File: config.mk
export PLATFORM = sky130hd
export DESIGN_NAME = traffic_lamp_monitor
export DESIGN_NICKNAME = d
export VERILOG_FILES = /design/src/rtl/traffic_lamp_monitor.sv
export SDC_FILE = /design/constraint.sdc
export NUM_CORES = 1
export LEC_CHECK = 0
export BUFFER_PORTS_ARGS = -buffer_cell sky130_fd_sc_hd__buf_2
export CORE_MARGIN = 2
export CORE_UTILIZATION = 55
export CTS_BUF_LIST = sky130_fd_sc_hd__clkbuf_16
export DETAILED_ROUTE_END_ITERATION = 12
export PLACE_DENSITY = 0.76
export SLEW_MARGIN = 25
export SYNTH_ARGS = -nofsm -noshare
export SYNTH_HDL_FRONTEND = slang
export SYNTH_SLANG_ARGS = --single-unit
File: constraint.sdc
create_clock -name clk -period 5.3 [get_ports clk]
set_input_delay 0.53 -clock clk [delete_from_list [all_inputs] [get_ports clk]]
set_output_delay 0.53 -clock clk [all_outputs]
set_load 0.05 [all_outputs]
File: src/rtl/traffic_lamp_monitor.sv
// traffic_lamp_monitor: checks the controller lamp requests for legality, order and timing,
// drives the physical lamps, and falls back to a blinking safe pattern on fault. Optional: MONITOR_STATS_EN.
module traffic_lamp_monitor #(
  parameter int unsigned ILLEGAL_HOLD = 2,
  parameter int unsigned MIN_WARN     = 2,
  parameter int unsigned MAX_PHASE    = 30,
  parameter int unsigned CNT_W        = 6
) (
  input  logic        clk,
  input  logic        rst_n,
  input  logic        tc_timebase_i,
  input  logic        g_car_i,
  input  logic        y_car_i,
  input  logic        r_car_i,
  input  logic        g_pedes_i,
  input  logic        r_pedes_i,
  input  logic        fault_clr_i,
  output logic        lamp_g_car_o,
  output logic        lamp_y_car_o,
  output logic        lamp_r_car_o,
  output logic        lamp_g_pedes_o,
  output logic        lamp_r_pedes_o,
  output logic        fault_o,
  output logic [2:0]  fault_code_o,
  output logic [1:0]  phase_o
`ifdef MONITOR_STATS_EN
  ,
  output logic [15:0] cycle_cnt_o,
  output logic [7:0]  fault_cnt_o
`endif
);

  localparam int unsigned PAT_W   = 5;
  localparam int unsigned HOLD_W  = 4;
  localparam int unsigned HOLD_CW = HOLD_W + 1;

  // Pattern bit order: {g_car, y_car, r_car, g_pedes, r_pedes}
  localparam logic [PAT_W-1:0] PAT_ALL_RED  = 5'b00101;
  localparam logic [PAT_W-1:0] PAT_CAR_GO   = 5'b10001;
  localparam logic [PAT_W-1:0] PAT_CAR_WARN = 5'b01001;
  localparam logic [PAT_W-1:0] PAT_PED_GO   = 5'b00110;

  localparam logic [HOLD_W-1:0]  HOLD_SAT = '1;
  localparam logic [HOLD_CW-1:0] HOLD_LIM = HOLD_CW'(ILLEGAL_HOLD);
  localparam logic [CNT_W-1:0]   TCNT_SAT = CNT_W'(MAX_PHASE + 1);
  localparam logic [CNT_W-1:0]   TCNT_MAX = CNT_W'(MAX_PHASE);
  localparam logic [CNT_W-1:0]   WARN_MIN = CNT_W'(MIN_WARN);

  localparam logic [2:0] CODE_NONE       = 3'd0;
  localparam logic [2:0] CODE_ILLEGAL    = 3'd1;
  localparam logic [2:0] CODE_ORDER      = 3'd2;
  localparam logic [2:0] CODE_WARN_SHORT = 3'd3;
  localparam logic [2:0] CODE_TIMEOUT    = 3'd4;

  typedef enum logic [1:0] {MON_INIT, MON_RUN, MON_FAULT} mon_state_e;
  typedef enum logic [1:0] {PH_ALL_RED, PH_CAR_GO, PH_CAR_WARN, PH_PED_GO} phase_e;

  mon_state_e        state_q, state_d;
  phase_e            phase_q, phase_d, pat_phase;
  logic [PAT_W-1:0]  pat_q, lamp_q, lamp_d;
  logic              tick_q, clr_q;
  logic [HOLD_W-1:0] ill_q, ill_d;
  logic [HOLD_CW-1:0] ill_inc;
  logic [CNT_W-1:0]  tcnt_q, tcnt_d;
  logic              fault_q, fault_d;
  logic [2:0]        code_q, code_d, det_code;
  logic              pat_legal, trans_ok, ill_hit, phase_chg;

  // Single input register stage; every check below looks at these copies
  always_ff @(posedge clk or negedge rst_n) begin
    if (!rst_n) begin
      pat_q  <= PAT_ALL_RED;
      tick_q <= 1'b0;
      clr_q  <= 1'b0;
    end else begin
      pat_q  <= {g_car_i, y_car_i, r_car_i, g_pedes_i, r_pedes_i};
      tick_q <= tc_timebase_i;
      clr_q  <= fault_clr_i;
    end
  end

  always_comb begin
    pat_legal = 1'b1;
    pat_phase = PH_ALL_RED;
    case (pat_q)
      PAT_ALL_RED:  pat_phase = PH_ALL_RED;
      PAT_CAR_GO:   pat_phase = PH_CAR_GO;
      PAT_CAR_WARN: pat_phase = PH_CAR_WARN;
      PAT_PED_GO:   pat_phase = PH_PED_GO;
      default:      pat_legal = 1'b0;
    endcase
  end

  always_comb begin
    trans_ok = 1'b0;
    case (phase_q)
      PH_CAR_GO:   trans_ok = (pat_phase == PH_CAR_WARN);
      PH_CAR_WARN: trans_ok = (pat_phase == PH_PED_GO) || (pat_phase == PH_ALL_RED);
      PH_ALL_RED:  trans_ok = (pat_phase == PH_PED_GO) || (pat_phase == PH_CAR_GO);
      PH_PED_GO:   trans_ok = (pat_phase == PH_CAR_GO) || (pat_phase == PH_ALL_RED);
      default:     trans_ok = 1'b0;
    endcase
  end

  // Fault detection, highest priority first; order/timing checks only once a phase is known
  always_comb begin
    ill_inc   = HOLD_CW'(ill_q) + HOLD_CW'(1);
    ill_hit   = !pat_legal && (ill_inc >= HOLD_LIM);
    phase_chg = pat_legal && (pat_phase != phase_q);
    det_code  = CODE_NONE;
    if (ill_hit) begin
      det_code = CODE_ILLEGAL;
    end else if (state_q == MON_RUN) begin
      if (phase_chg && !trans_ok) begin
        det_code = CODE_ORDER;
      end else if (phase_chg && (phase_q == PH_CAR_WARN) && (tcnt_q < WARN_MIN)) begin
        det_code = CODE_WARN_SHORT;
      end else if (tcnt_q > TCNT_MAX) begin
        det_code = CODE_TIMEOUT;
      end
    end
  end

  always_comb begin
    state_d = state_q;
    phase_d = phase_q;
    fault_d = fault_q;
    code_d  = code_q;
    tcnt_d  = tcnt_q;
    ill_d   = pat_legal ? '0 : ((ill_q == HOLD_SAT) ? ill_q : ill_inc[HOLD_W-1:0]);
    case (state_q)
      MON_INIT: begin
        if (pat_legal) begin
          state_d = MON_RUN;
          phase_d = pat_phase;
          tcnt_d  = '0;
        end
      end
      MON_RUN: begin
        if (phase_chg) begin
          phase_d = pat_phase;
          tcnt_d  = '0;
        end else if (tick_q && (tcnt_q != TCNT_SAT)) begin
          tcnt_d = tcnt_q + CNT_W'(1);
        end
      end
      MON_FAULT: begin
        tcnt_d = '0;
        // A detection in the same cycle keeps the fault latched
        if (clr_q && !ill_hit) begin
          state_d = MON_INIT;
          phase_d = PH_ALL_RED;
          fault_d = 1'b0;
          code_d  = CODE_NONE;
          ill_d   = '0;
        end
      end
      default: state_d = MON_INIT;
    endcase
    if ((state_q != MON_FAULT) && (det_code != CODE_NONE)) begin
      state_d = MON_FAULT;
      phase_d = phase_q;
      fault_d = 1'b1;
      code_d  = det_code;
      tcnt_d  = '0;
    end
  end

  // Healthy: copy raw requests (one clock lag). Fault: car yellow blinks from 1, pedestrian red.
  always_comb begin
    lamp_d = {g_car_i, y_car_i, r_car_i, g_pedes_i, r_pedes_i};
    if (state_d == MON_FAULT) begin
      lamp_d = {1'b0, (state_q == MON_FAULT) ? (lamp_q[3] ^ tick_q) : 1'b1, 3'b001};
    end
  end

  always_ff @(posedge clk or negedge rst_n) begin
    if (!rst_n) begin
      state_q <= MON_INIT;
      phase_q <= PH_ALL_RED;
      fault_q <= 1'b0;
      code_q  <= CODE_NONE;
      tcnt_q  <= '0;
      ill_q   <= '0;
      lamp_q  <= PAT_ALL_RED;
    end else begin
      state_q <= state_d;
      phase_q <= phase_d;
      fault_q <= fault_d;
      code_q  <= code_d;
      tcnt_q  <= tcnt_d;
      ill_q   <= ill_d;
      lamp_q  <= lamp_d;
    end
  end

  assign lamp_g_car_o   = lamp_q[4];
  assign lamp_y_car_o   = lamp_q[3];
  assign lamp_r_car_o   = lamp_q[2];
  assign lamp_g_pedes_o = lamp_q[1];
  assign lamp_r_pedes_o = lamp_q[0];
  assign fault_o        = fault_q;
  assign fault_code_o   = code_q;
  assign phase_o        = phase_q;

`ifdef MONITOR_STATS_EN
  logic [15:0] cycle_cnt_q;
  logic [7:0]  fault_cnt_q;
  logic        car_go_entry, fault_entry;

  assign car_go_entry = (state_q == MON_RUN) && (det_code == CODE_NONE) && phase_chg &&
                        (pat_phase == PH_CAR_GO);
  assign fault_entry  = (state_q != MON_FAULT) && (det_code != CODE_NONE);

  // Statistics survive fault clears; only reset zeroes them
  always_ff @(posedge clk or negedge rst_n) begin
    if (!rst_n) begin
      cycle_cnt_q <= '0;
      fault_cnt_q <= '0;
    end else begin
      cycle_cnt_q <= cycle_cnt_q + 16'(car_go_entry);
      if (fault_entry && (fault_cnt_q != 8'hFF)) begin
        fault_cnt_q <= fault_cnt_q + 8'd1;
      end
    end
  end

  assign cycle_cnt_o = cycle_cnt_q;
  assign fault_cnt_o = fault_cnt_q;
`endif

endmodule

==> flow_metrics.py <==
metrics = {
    "cells_and_area": {
        "num-fill-cells": 252,
        "final_net_count": 229,
        "instances_no_fill": 258,
        "utilization_pct": 67.7,
        "area_growth_pct": 15.4,
        "drive_gt1_share_pct": 21.0,
        "antenna_cells": 0,
    },
    "setup_path": {
        "cp-end-kind": "flop",
        "crit_type": "flop to flop",
        "rr_worst_depth": 10,
        "cp_max_fo": 7,
        "crit_path_start_kind": "flop",
        "critPathArrivalTime_ps": 2940,
        "critPathRequiredTime_ps": 5440,
    },
    "flow_run": {
        "maxCapViolCount": 0,
    },
    "global_route": {
        "grt_use_total_pct": 24.3,
        "overflow": 0,
        "antenna_found_initial": 0,
        "grt_pass1_vias": 1438,
        "grt_max_degree": 31,
        "grt_pass1_wl_mm": 6.53,
    },
    "floorplan": {
        "initial_core_util_pct": 58.7,
        "die-height_microns": 61.3,
        "ios": 20,
        "rows": 20,
        "dieArea_sq_um": 3760,
        "design.core.area_sq_um": 3080,
        "die_x_microns": 61.3,
    },
    "yosys": {
        "ys_ff_latch": 30,
        "synthMuxAreaShare_pct": 0,
        "synth-adder-area-share_pct": 4.85,
        "ys_seq_area_share_pct": 41.9,
        "synth-simple-area-share_pct": 25.9,
        "avgSynthCellArea_sq_um": 9.50,
        "synth_nets": 206,
        "synth_compound_area_share_pct": 21.8,
        "yosysWarnings": 0,
        "synth-edff-count": 0,
        "synth-xor-area-share_pct": 1.46,
        "synth_async_sr_flop_share_pct": 100,
        "syn_inst": 190,
        "ys_types": 57,
        "syn_area_sq_um": 1810,
        "synth_top_family_by_area": "simple AND/OR/NAND/NOR gates",
        "ys.flop_type": "dfrtp_1",
    },
    "clock_tree": {
        "cts_tree": "done",
        "path_clk_slew_ps": 50,
        "numCtsBuffers": 5,
        "cts_hold_buf": 0,
        "cts_setup_buffers": 0,
        "cts_resized": 0,
        "numClockSinks": 30,
        "cts-root-buf": "clkbuf_16",
        "htree_levels": 2,
        "insertion_delay_ps": 270,
        "clk_path_buf_depth": 2,
    },
    "drt": {
        "routedWlPerCell_microns": 14.9,
        "antenna_left": 0,
        "via_per_inst": 5.81,
        "finalWirelength_mm": 3.85,
        "first_pass_iters": 4,
        "initialDrtViolationCount": 105,
        "vias": 1500,
        "drc": 0,
    },
    "min_path": {
        "hp-class": "input pin to asynchronous set/reset pin",
    },
    "timing": {
        "max_freq_mhz": 357,
        "fin_crit_ps": 2800,
        "finalSetupViolations": 0,
        "rsz0062_at_grt": "false",
        "slew_headroom_pct": 56.5,
        "hold_viol_final": 0,
        "tightest_slew_ps": 653,
        "slew_viol_final": 0,
        "fin_tns_setup_ps": 0,
        "period_share_pct": 52.8,
        "clock-skew-final_ps": 3.19,
    },
    "pwr": {
        "power_density_nw_per_um2": 460,
        "irDropWorstVdd_v": 0.000332,
        "p_leak_nw": 0.929,
    },
    "place": {
        "place_congestion": 0.933,
        "dp.cells": 250,
        "hpwl_mm": 2.85,
        "port_buffers": 19,
    },
    "outcome": {
        "status": "finished, final reports clean",
    },
}
[stage by stage]
step	setup WS, ps	power (W)	cell area, sq um	hold WS (ps)
detailed placement	2500	0.000693	1940	490
floorplan	2840	0.000612	1810	234
finish	2500	0.000959	2080	283
global placement	2640	0.000685	1940	479
CTS	2490	0.000962	2080	302
global route	2240	0.00101	2080	350
[worst max-delay path, cell delays in order (launching register included)]
cell and delay, ps:
dfstp_2 560, nor3b_1 430, a22oi_1 200, ha_1 320, nand2_1 50, o21ai_0 70, a41oi_1 260, or2_4 210
nand2_4 70, a311oi_4 380, nor2_1 110
[metal layers]
layer	share of wire [%]	vias up	track usage (%)	wire length, microns
met1	45	718	31.0	1740
met4	1.9	0	8.70	74
met3	3.9	8	6.51	149
li1	-	740	-	-
met2	49	34	39.8	1890
met5	0	-	0	0
[sequential cells by signal, indices dropped and copies added (netlist names)]
register      count
state_q           2
tcnt_q            6
clr_q             1
fault_o           1
tick_q            1
pat_q             5
lamp_q            5
ill_q             4
fault_code_o      3
phase_o           2
[synthesized netlist by cell type (2+ instances only)]
master | instances | area [sq um]
a211oi_1 | 2 | 15.0
a21oi_1 | 10 | 50.1
a22oi_1 | 2 | 15.0
a31oi_1 | 2 | 12.5
and2_1 | 4 | 25.0
and3_1 | 2 | 12.5
buf_2 | 2 | 10.0
dfrtp_1 | 26 | 651
dfstp_2 | 4 | 105
ha_1 | 7 | 87.6
inv_1 | 16 | 60.1
nand2_1 | 12 | 45.0
nand3_1 | 6 | 30.0
nand3b_1 | 4 | 30.0
nand4_1 | 6 | 37.5
nor2_1 | 22 | 82.6
nor2b_1 | 5 | 31.3
nor3_1 | 3 | 15.0
nor4_1 | 2 | 12.5
o21a_1 | 2 | 15.0
o21ai_0 | 8 | 40.0
o21ai_2 | 2 | 17.5
o22ai_1 | 3 | 18.8
or2_2 | 2 | 12.5
or4b_1 | 2 | 20.0
xnor2_1 | 3 | 26.3
[final cells by class]
type	count	area (sq um)	share of cell area (%)
tap	44	55.1	2.64
clock buffer	5	125	6.01
timing repair buffer	19	95.1	4.56
clock inverter	3	16.3	0.781
inverter	16	60.1	2.88
sequential	30	756	36.3
multi-input combinational	141	976	46.8
[worst paths after layout]
check                                         start                    end  slack, ps
worst max-delay path             pat_q[0]$_DFF_PN1_  tcnt_q[1]$_DFFE_PN0P_       2500
worst min-delay path                          rst_n     ill_q[0]$_DFF_PN0_        280
worst max register to register   pat_q[0]$_DFF_PN1_  tcnt_q[1]$_DFFE_PN0P_       2500
worst min register to register  fault_o$_DFFE_PN0P_    fault_o$_DFFE_PN0P_        520
max in group asynchronous                     rst_n  tcnt_q[2]$_DFFE_PN0P_       4590
min in group clk                        fault_clr_i        clr_q$_DFF_PN0_        360
[cells by family after synthesis]
kind of cell | Yosys count
compound gates | 49
fa+ha+maj | 7
flops | 30
xor+xnor | 3
buf+inv | 19
simple gates | 82
[power breakdown]
part           leakage [nW]  total (W)  switching (W)  internal [W]
logic                 0.483   0.000372       0.000252      0.000119
registers             0.378   0.000320      0.0000434      0.000277
clock network        0.0672   0.000267      0.0000960      0.000171
[layout by cell type (no fill, tap or decap), types with 3 or more instances in the layout]
cell type / instances
inv_1: 16
dfrtp_1: 26
nand3b_1: 4
and2_1: 4
nand2_1: 12
a21oi_1: 10
buf_2: 19
o22ai_1: 3
o21ai_0: 8
nor2_1: 22
clkbuf_16: 5
xnor2_1: 3
nand3_1: 6
nand4_1: 6
ha_1: 7
nor3_1: 3
nor2b_1: 5
dfstp_2: 4
Power figures use the tool's default switching activity.
